**config.mk**
```make
export PLATFORM = sky130hd
export DESIGN_NAME = instruction_fetch_unit
export DESIGN_NICKNAME = d
export VERILOG_FILES = /design/src/rtl/instruction_fetch_unit.sv
export SDC_FILE = /design/constraint.sdc
export NUM_CORES = 1
export LEC_CHECK = 0
export ABC_AREA = 1
export ABC_CLOCK_PERIOD_IN_PS = 10000
export CAP_MARGIN = 20
export CORE_ASPECT_RATIO = 0.5
export CORE_MARGIN = 2
export CORE_UTILIZATION = 46
export DETAILED_ROUTE_END_ITERATION = 8
export HOLD_SLACK_MARGIN = 0.1
export PLACE_DENSITY = 0.69
export SLEW_MARGIN = 20
export SYNTH_ARGS = -nofsm -noshare
export SYNTH_HDL_FRONTEND = slang
export SYNTH_SLANG_ARGS = --single-unit
```
**constraint.sdc**
```tcl
create_clock -name CLK -period 10 [get_ports CLK]
set_input_delay 2 -clock CLK [delete_from_list [all_inputs] [get_ports CLK]]
set_output_delay 2 -clock CLK [all_outputs]
set_load 0.005 [all_outputs]
```
**src/rtl/instruction_fetch_unit.sv**
```systemverilog
// IF stage and IF/ID register: PC, READ/BUSYWAIT fetch, stall skid buffer, redirect discard.
// Optional misaligned-redirect trap is enabled by defining IFU_MISALIGN_TRAP_EN.
module instruction_fetch_unit #(
   parameter logic [31:0] RESET_PC = 32'h0000_0000
) (
   input  logic        CLK,
   input  logic        RESET,
   input  logic        STALL,
   input  logic        BRANCH_TAKEN,
   input  logic [31:0] BRANCH_TARGET,
   output logic [31:0] IMEM_ADDR,
   output logic        IMEM_READ,
   input  logic [31:0] IMEM_READDATA,
   input  logic        IMEM_BUSYWAIT,
   output logic [31:0] PC_ID,
   output logic [31:0] PC4_ID,
   output logic [31:0] INSTRUCTION_ID,
   output logic        VALID_ID,
`ifdef IFU_MISALIGN_TRAP_EN
   output logic        MISALIGNED_ID,
`endif
   output logic        IF_BUSY,
   output logic [1:0]  dbg_state
);

   // Handshake: a word transfers on the rising edge where IMEM_READ=1 and
   // IMEM_BUSYWAIT=0; while BUSYWAIT is high the request and address stay put.
`ifdef IFU_MISALIGN_TRAP_EN
   typedef enum logic [1:0] {S_FETCH = 2'd0, S_HOLD = 2'd1, S_DISCARD = 2'd2, S_TRAP = 2'd3} state_t;
`else
   typedef enum logic [1:0] {S_FETCH = 2'd0, S_HOLD = 2'd1, S_DISCARD = 2'd2} state_t;
`endif

   state_t      state_q, state_d;
   logic [31:0] pc_q, pc_d;
   logic [31:0] id_pc_q, id_pc_d;
   logic [31:0] id_pc4_q, id_pc4_d;
   logic [31:0] id_instr_q, id_instr_d;
   logic        id_valid_q, id_valid_d;
   logic [31:0] skid_pc_q, skid_pc_d;
   logic [31:0] skid_instr_q, skid_instr_d;
   logic [31:0] disc_addr_q, disc_addr_d;
`ifdef IFU_MISALIGN_TRAP_EN
   logic        mis_q, mis_d;
`endif

   logic        read_req;
   logic        completion;
   logic        waiting;
   logic [31:0] cur_addr;
   logic [31:0] target;

   assign read_req   = (state_q == S_FETCH) || (state_q == S_DISCARD);
   assign completion = read_req & ~IMEM_BUSYWAIT;
   assign waiting    = read_req & IMEM_BUSYWAIT;
   assign cur_addr   = (state_q == S_DISCARD) ? disc_addr_q : pc_q;
   assign target     = BRANCH_TARGET & ~32'h3;

   always_comb begin
      state_d      = state_q;
      pc_d         = pc_q;
      id_pc_d      = id_pc_q;
      id_pc4_d     = id_pc4_q;
      id_instr_d   = id_instr_q;
      id_valid_d   = id_valid_q;
      skid_pc_d    = skid_pc_q;
      skid_instr_d = skid_instr_q;
      disc_addr_d  = disc_addr_q;
`ifdef IFU_MISALIGN_TRAP_EN
      mis_d        = mis_q;
`endif

      if (BRANCH_TAKEN) begin
         // A redirect flushes IF/ID even under STALL; the skid contents are dead.
         id_pc_d    = 32'h0;
         id_pc4_d   = 32'h0;
         id_instr_d = 32'h0;
         id_valid_d = 1'b0;
         pc_d       = target;
         if (waiting) begin
            state_d     = S_DISCARD;
            disc_addr_d = cur_addr;
         end else begin
            state_d = S_FETCH;
         end
`ifdef IFU_MISALIGN_TRAP_EN
         mis_d = 1'b0;
         // Misaligned target: no fetch, report it in IF/ID and park until re-steered.
         if (BRANCH_TARGET[1:0] != 2'b00) begin
            pc_d     = BRANCH_TARGET;
            id_pc_d  = BRANCH_TARGET;
            id_pc4_d = BRANCH_TARGET + 32'd4;
            mis_d    = 1'b1;
            state_d  = S_TRAP;
         end
`endif
      end else begin
         case (state_q)
            S_FETCH: begin
               if (completion) begin
                  pc_d = pc_q + 32'd4;
                  if (STALL) begin
                     skid_pc_d    = pc_q;
                     skid_instr_d = IMEM_READDATA;
                     state_d      = S_HOLD;
                  end else begin
                     id_pc_d    = pc_q;
                     id_pc4_d   = pc_q + 32'd4;
                     id_instr_d = IMEM_READDATA;
                     id_valid_d = 1'b1;
`ifdef IFU_MISALIGN_TRAP_EN
                     mis_d      = 1'b0;
`endif
                  end
               end else if (!STALL) begin
                  id_pc_d    = 32'h0;
                  id_pc4_d   = 32'h0;
                  id_instr_d = 32'h0;
                  id_valid_d = 1'b0;
`ifdef IFU_MISALIGN_TRAP_EN
                  mis_d      = 1'b0;
`endif
               end
            end
            S_HOLD: begin
               if (!STALL) begin
                  id_pc_d    = skid_pc_q;
                  id_pc4_d   = skid_pc_q + 32'd4;
                  id_instr_d = skid_instr_q;
                  id_valid_d = 1'b1;
                  state_d    = S_FETCH;
`ifdef IFU_MISALIGN_TRAP_EN
                  mis_d      = 1'b0;
`endif
               end
            end
            S_DISCARD: begin
               // The returning word belongs to the abandoned path and is never used.
               if (!STALL) begin
                  id_pc_d    = 32'h0;
                  id_pc4_d   = 32'h0;
                  id_instr_d = 32'h0;
                  id_valid_d = 1'b0;
`ifdef IFU_MISALIGN_TRAP_EN
                  mis_d      = 1'b0;
`endif
               end
               if (!IMEM_BUSYWAIT) begin
                  state_d = S_FETCH;
               end
            end
            default: begin
               state_d = state_q;
            end
         endcase
      end
   end

   always_ff @(posedge CLK or posedge RESET) begin
      if (RESET) begin
         state_q      <= S_FETCH;
         pc_q         <= RESET_PC;
         id_pc_q      <= 32'h0;
         id_pc4_q     <= 32'h0;
         id_instr_q   <= 32'h0;
         id_valid_q   <= 1'b0;
         skid_pc_q    <= 32'h0;
         skid_instr_q <= 32'h0;
         disc_addr_q  <= 32'h0;
`ifdef IFU_MISALIGN_TRAP_EN
         mis_q        <= 1'b0;
`endif
      end else begin
         state_q      <= state_d;
         pc_q         <= pc_d;
         id_pc_q      <= id_pc_d;
         id_pc4_q     <= id_pc4_d;
         id_instr_q   <= id_instr_d;
         id_valid_q   <= id_valid_d;
         skid_pc_q    <= skid_pc_d;
         skid_instr_q <= skid_instr_d;
         disc_addr_q  <= disc_addr_d;
`ifdef IFU_MISALIGN_TRAP_EN
         mis_q        <= mis_d;
`endif
      end
   end

   // Request is suppressed combinationally while reset is held.
   assign IMEM_READ      = read_req & ~RESET;
   assign IMEM_ADDR      = cur_addr;
   assign IF_BUSY        = IMEM_READ & IMEM_BUSYWAIT;
   assign PC_ID          = id_pc_q;
   assign PC4_ID         = id_pc4_q;
   assign INSTRUCTION_ID = id_instr_q;
   assign VALID_ID       = id_valid_q;
   assign dbg_state      = state_q;
`ifdef IFU_MISALIGN_TRAP_EN
   assign MISALIGNED_ID  = mis_q;
`endif

endmodule

```
==> impl_metrics.toml, run 1 <==
[outcome]
status = "finished clean"

[setup_path]
cp-end-kind = "output pin"
crit_type = "input pin to output pin"
critPathArrivalTime_ns = 3.41
start_kind = "input pin"
crit_fanout = 4
crit_required_ns = 8.00

[worst_hold_path]
holdCritPathClass = "flip-flop to flip-flop"

[clock_network]
htreeDepth = 1
max-clock-path-buffers = 3
clk_pin_slew_worst_paths_ns = 0.06
cts_setup_buffers = 0
cts_root_buf = "clkbuf_16"
cts_tree = "done"
cts_sinks = 223
post_cts_resized = 0
insertion_delay_ns = 0.53
ctsHoldBuffers = 0
cts_made_buffers = 22

[yosys]
synth_top_area_cell = "dfrtp_1"
synth-edff-count = 0
yosys.area.top_type_share = 0.424
synthDistinctLibCells = 44
syn-cell-area_sq_um = 13200
synthCells = 1860
async_reset_ff_frac = 1.00
synth_area_leaders = "dfrtp_1, nand2_1, o21ai_0, nand3_1, o211ai_1"
yosysWarningCount = 0
ys_seq_elements = 223
synth_top_flop_cell = "dfrtp_1"
syn_nets = 1934
synth-seq-area-share = 0.424
synth.avg_cell_area_sq_um = 7.08

[grt]
grt_first_pass_wirelength_um = 71600
grt_pass1_vias = 12500
grt_max_degree = 108
overflow = 0
grtUsageTotal = 0.305
antenna_found_initial = 0

[detailed_routing]
routed_wl_um = 45700
wl_per_cell_um = 19.2
ant_nets = 0
drtPass1Iterations = 7
vias = 13500
viasPerCell = 5.64
first_iter_violations = 1491
route.detailed.drc = 0

[sta]
fmax_mhz = 185
clock_skew_ns = 0.0132
fin_crit_sh = 0.541
hold_viol = 0
tightest_slew_ns = 1.11
tns_ns = 0
max-slew-margin-rel = 0.261
rsz0062_at_grt = "false"
worst_slack_ns = 4.59
hold_ws_ns = 0.469
slew_viol_final = 0
setup_viol = 0
layout_min_cycle_time_ns = 5.41

[placed_design]
placed_area_sq_um = 15300
hpwlAfterDp_um = 30600
io_buffers = 199
dp_slack_ns = 4.58
place_congestion = 0.972

[floorplan]
die_x_um = 243
die-area_sq_um = 30100
floorplan.initialDensity = 0.472
ios = 202
die_y_um = 124
core_sq_um = 27900
rows = 43

[finish]
num_antenna_cells = 0
drive_above_1_share = 0.0544
regArea_sq_um = 5580
nNetsFinal = 2062
fillers = 2577
final_area_sq_um = 16100
utilization = 0.577
multi_input_area_sq_um = 6680
layout_common_cells = "nand2_1, dfrtp_1, clkdlybuf4s50_1"
area_growth_pct = 22.3
final_common_cell = "nand2_1"

[power]
powerDensity_nw_per_um2 = 310
irDropWorstVdd_mv = 0.249
p_leak_uw = 0.00709

[flow_run]
drv_cap = 0
==> state kept, by name (all words and copies together), names as in the netlist <==
name and cells:
INSTRUCTION_ID 32, PC4_ID 32, PC_ID 32, VALID_ID 1, dbg_state 2, disc_addr_q 32, pc_q 30, skid_instr_q 32
skid_pc_q 30
==> cells in the mapped netlist, types with 4 or more instances <==
| cell type | number |
|---|---|
| a211oi_2 | 5 |
| a21oi_1 | 67 |
| a31oi_1 | 22 |
| and2_1 | 7 |
| buf_1 | 12 |
| buf_2 | 38 |
| buf_4 | 6 |
| buf_6 | 4 |
| clkbuf_1 | 49 |
| dfrtp_1 | 223 |
| ha_1 | 5 |
| inv_1 | 93 |
| inv_2 | 14 |
| nand2_1 | 730 |
| nand2_2 | 5 |
| nand3_1 | 103 |
| nand4_1 | 5 |
| nor2_1 | 109 |
| nor2_2 | 4 |
| nor2_4 | 9 |
| nor3_1 | 5 |
| o211ai_1 | 59 |
| o21ai_0 | 181 |
| o21ai_1 | 17 |
| o21ai_2 | 5 |
| o21bai_1 | 7 |
| o221ai_1 | 24 |
| o22ai_1 | 13 |
| o31ai_1 | 5 |
| xor2_1 | 13 |
==> worst max-delay path, cell delays in order <==
cell and delay (ns):
clkdlybuf4s50_1 0.57, inv_2 0.12, nor3_1 0.20, clkdlybuf4s50_1 0.52
==> worst paths after layout <==
| path | from | endpoint | slack, ns | depth (start not counted) |
|---|---|---|---|---|
| worst max-delay path | IMEM_BUSYWAIT | IF_BUSY | 4.59 | 4 |
| worst min-delay path | disc_addr_q[22]$_DFFE_PP0P_ | disc_addr_q[22]$_DFFE_PP0P_ | 0.47 | 2 |
| worst max register to register | dbg_state[1]$_DFFE_PP0P_ | PC_ID[15]$_DFFE_PP0P_ | 6.40 | 9 |
| worst min register to register | disc_addr_q[22]$_DFFE_PP0P_ | disc_addr_q[22]$_DFFE_PP0P_ | 0.47 | 2 |
| max in group asynchronous | RESET | skid_pc_q[21]$_DFFE_PP0P_ | 6.54 | 3 |
| min in group asynchronous | RESET | PC4_ID[1]$_DFFE_PP0P_ | 2.09 | 2 |
==> cell families after synthesis <==
family,Yosys count,share of synthesized area
AOI/OAI and AO/OA,414,0.189
xor gates and xnor gates,14,0.00931
adders and majority gates,5,0.00475
buffers and inverters,219,0.0703
DFF,223,0.424
and+or+nand+nor,985,0.304
==> through the flow <==
| step | cells | total power, uW |
|---|---|---|
| after global placement | 2345 | 3950 |
| after detailed placement | 2345 | 3990 |
| after global routing | 2386 | 5370 |
| after CTS | 2385 | 4990 |
| after floorplan | 1860 | 3090 |
| final | 2386 | 5000 |
==> metal layers <==
| metal | up-vias | routed length, um | GRT usage |
|---|---|---|---|
| met2 | 547 | 20300 | 0.473 |
| met4 | 0 | 1520 | 0.105 |
| li1 | 6424 | - | - |
| met1 | 6408 | 20700 | 0.442 |
| met3 | 85 | 3170 | 0.0418 |
| met5 | - | 0 | 0 |
==> power breakdown <==
part	leakage [uW]	switching (uW)	internal, uW
Clock	0.000418	386	604
Sequential	0.00287	312	1220
Combinational	0.00380	1540	940
==> final cells by class <==
cell class | count | area share
Multi-Input combinational cell | 1418 | 0.414
Sequential cell | 223 | 0.346
Timing Repair Buffer | 216 | 0.132
Clock buffer | 28 | 0.0394
Tap cell | 382 | 0.0297
Inverter | 107 | 0.0254
Clock inverter | 12 | 0.0132
Power figures use the tool's default switching activity.
==> inputs of run 2 (changes only) <==
ABC_CLOCK_PERIOD_IN_PS = 4800   (was 10000)
PLACE_DENSITY = 0.71   (was 0.69)
clock period = 4.8 ns   (was 10 ns; I/O delays follow)
==> run 2 against run 1 <==
Against the previous run: final cell count rose by 0.17%; clock-buffer cell count did not move; total power rose by 100%; final area fell by 0.41%; wire length fell by 1.0%; die area did not move; register-to-register slack got worse by 4.9 ns; first-iteration DRC count fell by 19%; via count barely moved; clock power rose by 82%; clock skew fell by 0.0029 ns; sequential share of layout area rose by 0.14 points.
==> impl_metrics.toml, run 2 (synthesized netlist as in run 1, its figures left out) <==
[finish]
layout_common_cells = "nand2_1, dfrtp_1, clkdlybuf4s50_1"
nNetsFinal = 2068
layout.cells.non_filler = 2390
area_growth_pct = 21.8
multi_input_area_sq_um = 6680
regArea_sq_um = 5580
drive_above_1_share = 0.0544
fillers = 2627
utilization = 0.575
final_common_cell = "nand2_1"

[sta]
setup_viol = 0
rsz0062_at_grt = "false"
fmax_mhz = 252
max-slew-margin-rel = 0.328
hold_viol = 0
worst_slack_ns = 0.838
tns_ns = 0
slew_viol_final = 0
clock_skew_ns = 0.0103
layout_min_cycle_time_ns = 3.96
fin_crit_sh = 0.825
tightest_slew_ns = 1.00

[floorplan]
ios = 202
rows = 43
core_sq_um = 27900
die-area_sq_um = 30100
die_y_um = 124
floorplan.initialDensity = 0.472
die_x_um = 243

[detailed_routing]
ant_nets = 0
vias = 13500
routed_wl_um = 45300
first_iter_violations = 1202
viasPerCell = 5.64
wl_per_cell_um = 18.9
drtPass1Iterations = 5
route.detailed.drc = 0

[grt]
grt_pass1_vias = 12500
busiest_layer = "met2"
overflow = 0
grt_max_degree = 92
grtUsageTotal = 0.301
grt_first_pass_wirelength_um = 70800
use_met3 = 0.0556
grtUsageMet1 = 0.417
grt_util_met2 = 0.473
antenna_found_initial = 3

[setup_path]
rrSetupSlack_ns = 1.52
path_depth = 6
startpoint = "dbg_state[0]$_DFFE_PP0P_"
crit_required_ns = 3.84
ff2ff_path_depth = 10
crit_type = "flip-flop to output pin"
crit_fanout = 38
cp_top_family = "buffers and inverters"
r2r_start = "dbg_state[0]$_DFFE_PP0P_"
cp-end-kind = "output pin"
crit_path_cell_trace = "inv_1 -> ha_2 -> buf_4 -> nand2_1 -> o21ai_0 -> clkdlybuf4s50_1"
critPathArrivalTime_ns = 3.00
start_kind = "flip-flop"
critPathMaxStageDelay_ns = 0.75
critPathSlowestCell = "ha_2"
reg2reg_to = "PC_ID[16]$_DFFE_PP0P_"
critPathBufInv = 3

[placed_design]
dp_cells = 2352
hpwlAfterDp_um = 31000
io_buffers = 199
place_congestion = 0.982
dp_slack_ns = 1.17

[clock_network]
cts_tree = "done"
max-clock-path-buffers = 3
post_cts_resized = 0
cts_sinks = 223
cts_made_buffers = 22
insertion_delay_ns = 0.53
cts_root_buf = "clkbuf_16"
cts_setup_buffers = 0
ctsHoldBuffers = 0
clk_pin_slew_worst_paths_ns = 0.07
htreeDepth = 1

[power]
p_leak_uw = 0.00705
total_power_uw = 10200
irDropWorstVdd_mv = 0.358
powerDensity_nw_per_um2 = 633

[worst_hold_path]
holdPathStages = 2
hold_path_end = "disc_addr_q[22]$_DFFE_PP0P_"
hold_path.startpoint = "disc_addr_q[22]$_DFFE_PP0P_"
holdCritPathClass = "flip-flop to flip-flop"

[flow_run]
drv_cap = 0

[outcome]
status = "finished clean"
run 2: cell types whose count changed in the layout (fill, tap and decap cells not counted), moves of 2 or more:
cell        previous run  this run
clkinv_2               5         3
buf_4                 17        22
clkinvlp_4             1         3
diode_2                0         3
buf_12                 0         2
bufinv_16              6         2
run 2: power by group:
group / internal, uW / leakage (uW) / total (uW) / switching [uW]
combinational: 1970 / 0.00383 / 5160 / 3190
clock: 1020 / 0.000348 / 1800 / 780
sequential: 2540 / 0.00287 / 3200 / 663
total: 5520 / 0.00705 / 10200 / 4630
run 2: how the worst max path moves through the flow:
| stage | to |
|---|---|
| after floorplan | INSTRUCTION_ID[0]$_DFFE_PP0P_ |
| after global routing | IMEM_ADDR[17] |
| after global placement | skid_instr_q[29]$_DFFE_PP0P_ |
| after CTS | IMEM_ADDR[21] |
| final | IMEM_ADDR[31] |
| after detailed placement | skid_instr_q[29]$_DFFE_PP0P_ |
run 2: stage by stage:
| stage | hold WS [ns] | area [sq um] |
|---|---|---|
| 2_1_floorplan | 0.442 | 13200 |
| 3_3_place_gp | 0.453 | 15300 |
| 3_5_place_dp | 0.458 | 15300 |
| 4_1_cts | 0.473 | 16000 |
| 5_1_grt | 0.491 | 16000 |
| 6_report | 0.471 | 16100 |
run 2: per-layer routing:
layer  vias to the layer above  wire length, um  share of wire
met5                         -                0              0
met4                         0             1650          0.037
met3                       102             3610          0.080
met2                       555            20000           0.44
met1                      6402            20000           0.44
li1                       6414                -              -
run 2: final cells by class:
| cell class | instances | area share |
|---|---|---|
| well taps | 382 | 0.0298 |
| multi-input cells | 1418 | 0.416 |
| flip-flops and latches | 223 | 0.348 |
| inverters | 107 | 0.0253 |
| repair buffers | 222 | 0.136 |
| clock buffers | 28 | 0.0389 |
| diodes | 3 | 0.000468 |
| clock inverters | 7 | 0.00561 |
run 2: tightest hold or removal path: stages (launching register included):
cell and delay (ns):
dfrtp_1 0.34, nand2_1 0.05, nand2_1 0.05
==> inputs of run 3 (changes only) <==
ABC_CLOCK_PERIOD_IN_PS = 3700   (was 4800)
PLACE_DENSITY = 0.69   (was 0.71)
clock period = 3.7 ns   (was 4.8 ns; I/O delays follow)
==> run 3 against run 2 <==
Against the previous run: non-clock buffer count increased by 10; die area unchanged; clock power increased by 24%; critical endpoint is now IMEM_ADDR[27]; final cell count increased by 0.38%; combinational power increased by 32%; wire length increased by 2.0%; clock skew increased by 0.0038 ns; final area increased by 0.61%; hold slack got worse by 0.0019 ns; critical path depth unchanged; sequential cell count unchanged; core utilization increased by 0.35 points.
==> impl_metrics.toml, run 3 (synthesized netlist as in run 1, its figures left out) <==
[setup_path]
critPathArrivalTime_ns = 2.53
start_kind = "flip-flop"
r2r_start = "dbg_state[1]$_DFFE_PP0P_"
cp-end-kind = "output pin"
reg2reg_to = "PC_ID[9]$_DFFE_PP0P_"
crit_fanout = 81
crit_path_cell_trace = "inv_1 -> ha_2 -> buf_12 -> nand2_1 -> o21ai_0 -> clkdlybuf4s50_1"
critPathSlowestCell = "clkdlybuf4s50_1"
rrSetupSlack_ns = 1.02
ff2ff_path_depth = 11
critPathMaxStageDelay_ns = 0.56
crit_required_ns = 2.96
crit_type = "flip-flop to output pin"

[power]
p_switching_uw = 6040
powerDensity_nw_per_um2 = 817
p_leak_uw = 0.00711
switching_share = 0.458
pwr-share-clk = 0.170
total_power_uw = 13200
p_int_uw = 7140
irDropWorstVdd_mv = 0.586
p_comb_frac = 0.515
pwr-share-seq = 0.315

[flow_run]
drv_cap = 0

[clock_network]
cts_root_buf = "clkbuf_16"
cts_made_buffers = 22
cts_tree = "done"
post_cts_resized = 0
insertion_delay_ns = 0.54
ctsHoldBuffers = 0
clk_pin_slew_worst_paths_ns = 0.07
cts_setup_buffers = 0
max-clock-path-buffers = 3
htreeDepth = 1
cts_sinks = 223

[sta]
fin_crit_sh = 0.883
setup_viol = 0
layout_min_cycle_time_ns = 3.27
slew_viol_final = 0
clock_skew_ns = 0.0141
hold_ws_ns = 0.469
max-slew-margin-rel = 0.459
tightest_slew_ns = 0.810
tns_ns = 0
fmax_mhz = 306
hold_viol = 0
rsz0062_at_grt = "false"
worst_slack_ns = 0.432

[finish]
nNetsFinal = 2078
area_growth_pct = 22.6
layout_common_cells = "nand2_1, dfrtp_1, clkdlybuf4s50_1"
utilization = 0.578
drive_above_1_share = 0.0580
final_common_cell = "nand2_1"
num_antenna_cells = 0

[grt]
antenna_found_initial = 0
grtUsageTotal = 0.308
grt_first_pass_wirelength_um = 72100
overflow = 0
grt_max_degree = 112
grt_pass1_vias = 12400

[worst_hold_path]
holdPathStages = 2
hold_path.startpoint = "disc_addr_q[23]$_DFFE_PP0P_"
holdCritPathClass = "flip-flop to flip-flop"
hold_path_end = "disc_addr_q[23]$_DFFE_PP0P_"

[detailed_routing]
wl_per_cell_um = 19.2
first_iter_violations = 1366
routed_wl_um = 46100
route.detailed.drc = 0
viasPerCell = 5.61
drtPass1Iterations = 6
vias = 13500
ant_nets = 0

[floorplan]
rows = 43
die_y_um = 124
floorplan.initialDensity = 0.472
ios = 202
core_sq_um = 27900
die-area_sq_um = 30100
die_x_um = 243

[placed_design]
hpwlAfterDp_um = 32000
dp_slack_ns = 0.561
io_buffers = 199
place_congestion = 0.983

[outcome]
status = "finished clean"
[run 3: layout make-up]
type                    instances  area (sq um)
multi-input cells            1418          6680
inverters                     107           405
clock buffers                  34           656
clock inverters                 3          26.3
repair buffers                232          2320
flip-flops and latches        223          5580
well taps                     382           478
fillers                      2676         11800
[run 3: metal layers]
| layer | vias up | track usage | share of wire |
|---|---|---|---|
| li1 | 6424 | - | - |
| met1 | 6404 | 0.438 | 0.45 |
| met2 | 552 | 0.493 | 0.45 |
| met3 | 72 | 0.0485 | 0.077 |
| met4 | 0 | 0.0847 | 0.023 |
| met5 | - | 0 | 0 |
[run 3: stage by stage]
stage,instance area (sq um),cells
2_1_floorplan,13200,1860
3_3_place_gp,15500,2362
3_5_place_dp,15500,2362
4_1_cts,16100,2399
5_1_grt,16100,2399
6_report,16100,2399
[run 3: worst max-delay path by stage]
| stage | startpoint | endpoint | slack, ns | cells after the start |
|---|---|---|---|---|
| floorplan | RESET | INSTRUCTION_ID[0]$_DFFE_PP0P_ | 0.05 | 1 |
| global placement | BRANCH_TAKEN | PC_ID[9]$_DFFE_PP0P_ | 0.58 | 10 |
| detailed placement | BRANCH_TAKEN | PC4_ID[7]$_DFFE_PP0P_ | 0.56 | 10 |
| CTS | dbg_state[0]$_DFFE_PP0P_ | IMEM_ADDR[27] | 0.44 | 6 |
| global route | dbg_state[0]$_DFFE_PP0P_ | IMEM_ADDR[20] | 0.29 | 6 |
| finish | dbg_state[0]$_DFFE_PP0P_ | IMEM_ADDR[27] | 0.43 | 6 |
[run 3: power by group through the flow]
stage	clock [uW]	sequential, uW	combinational (uW)
final	2240	4150	6800
after global routing	2370	4250	7590
after CTS	2260	4130	6770
after detailed placement	0	4160	6730
after global placement	0	4150	6610
after floorplan	0	3900	4450
[run 3: worst max-delay path, delay by kind of cell, from the launching register on]
kind	cells	cell delay, ns
DFF	1	0.41
and+or+nand+nor	1	0.08
AOI/OAI and AO/OA	1	0.14
buffers and inverters	3	0.98
adders and majority gates	1	0.30
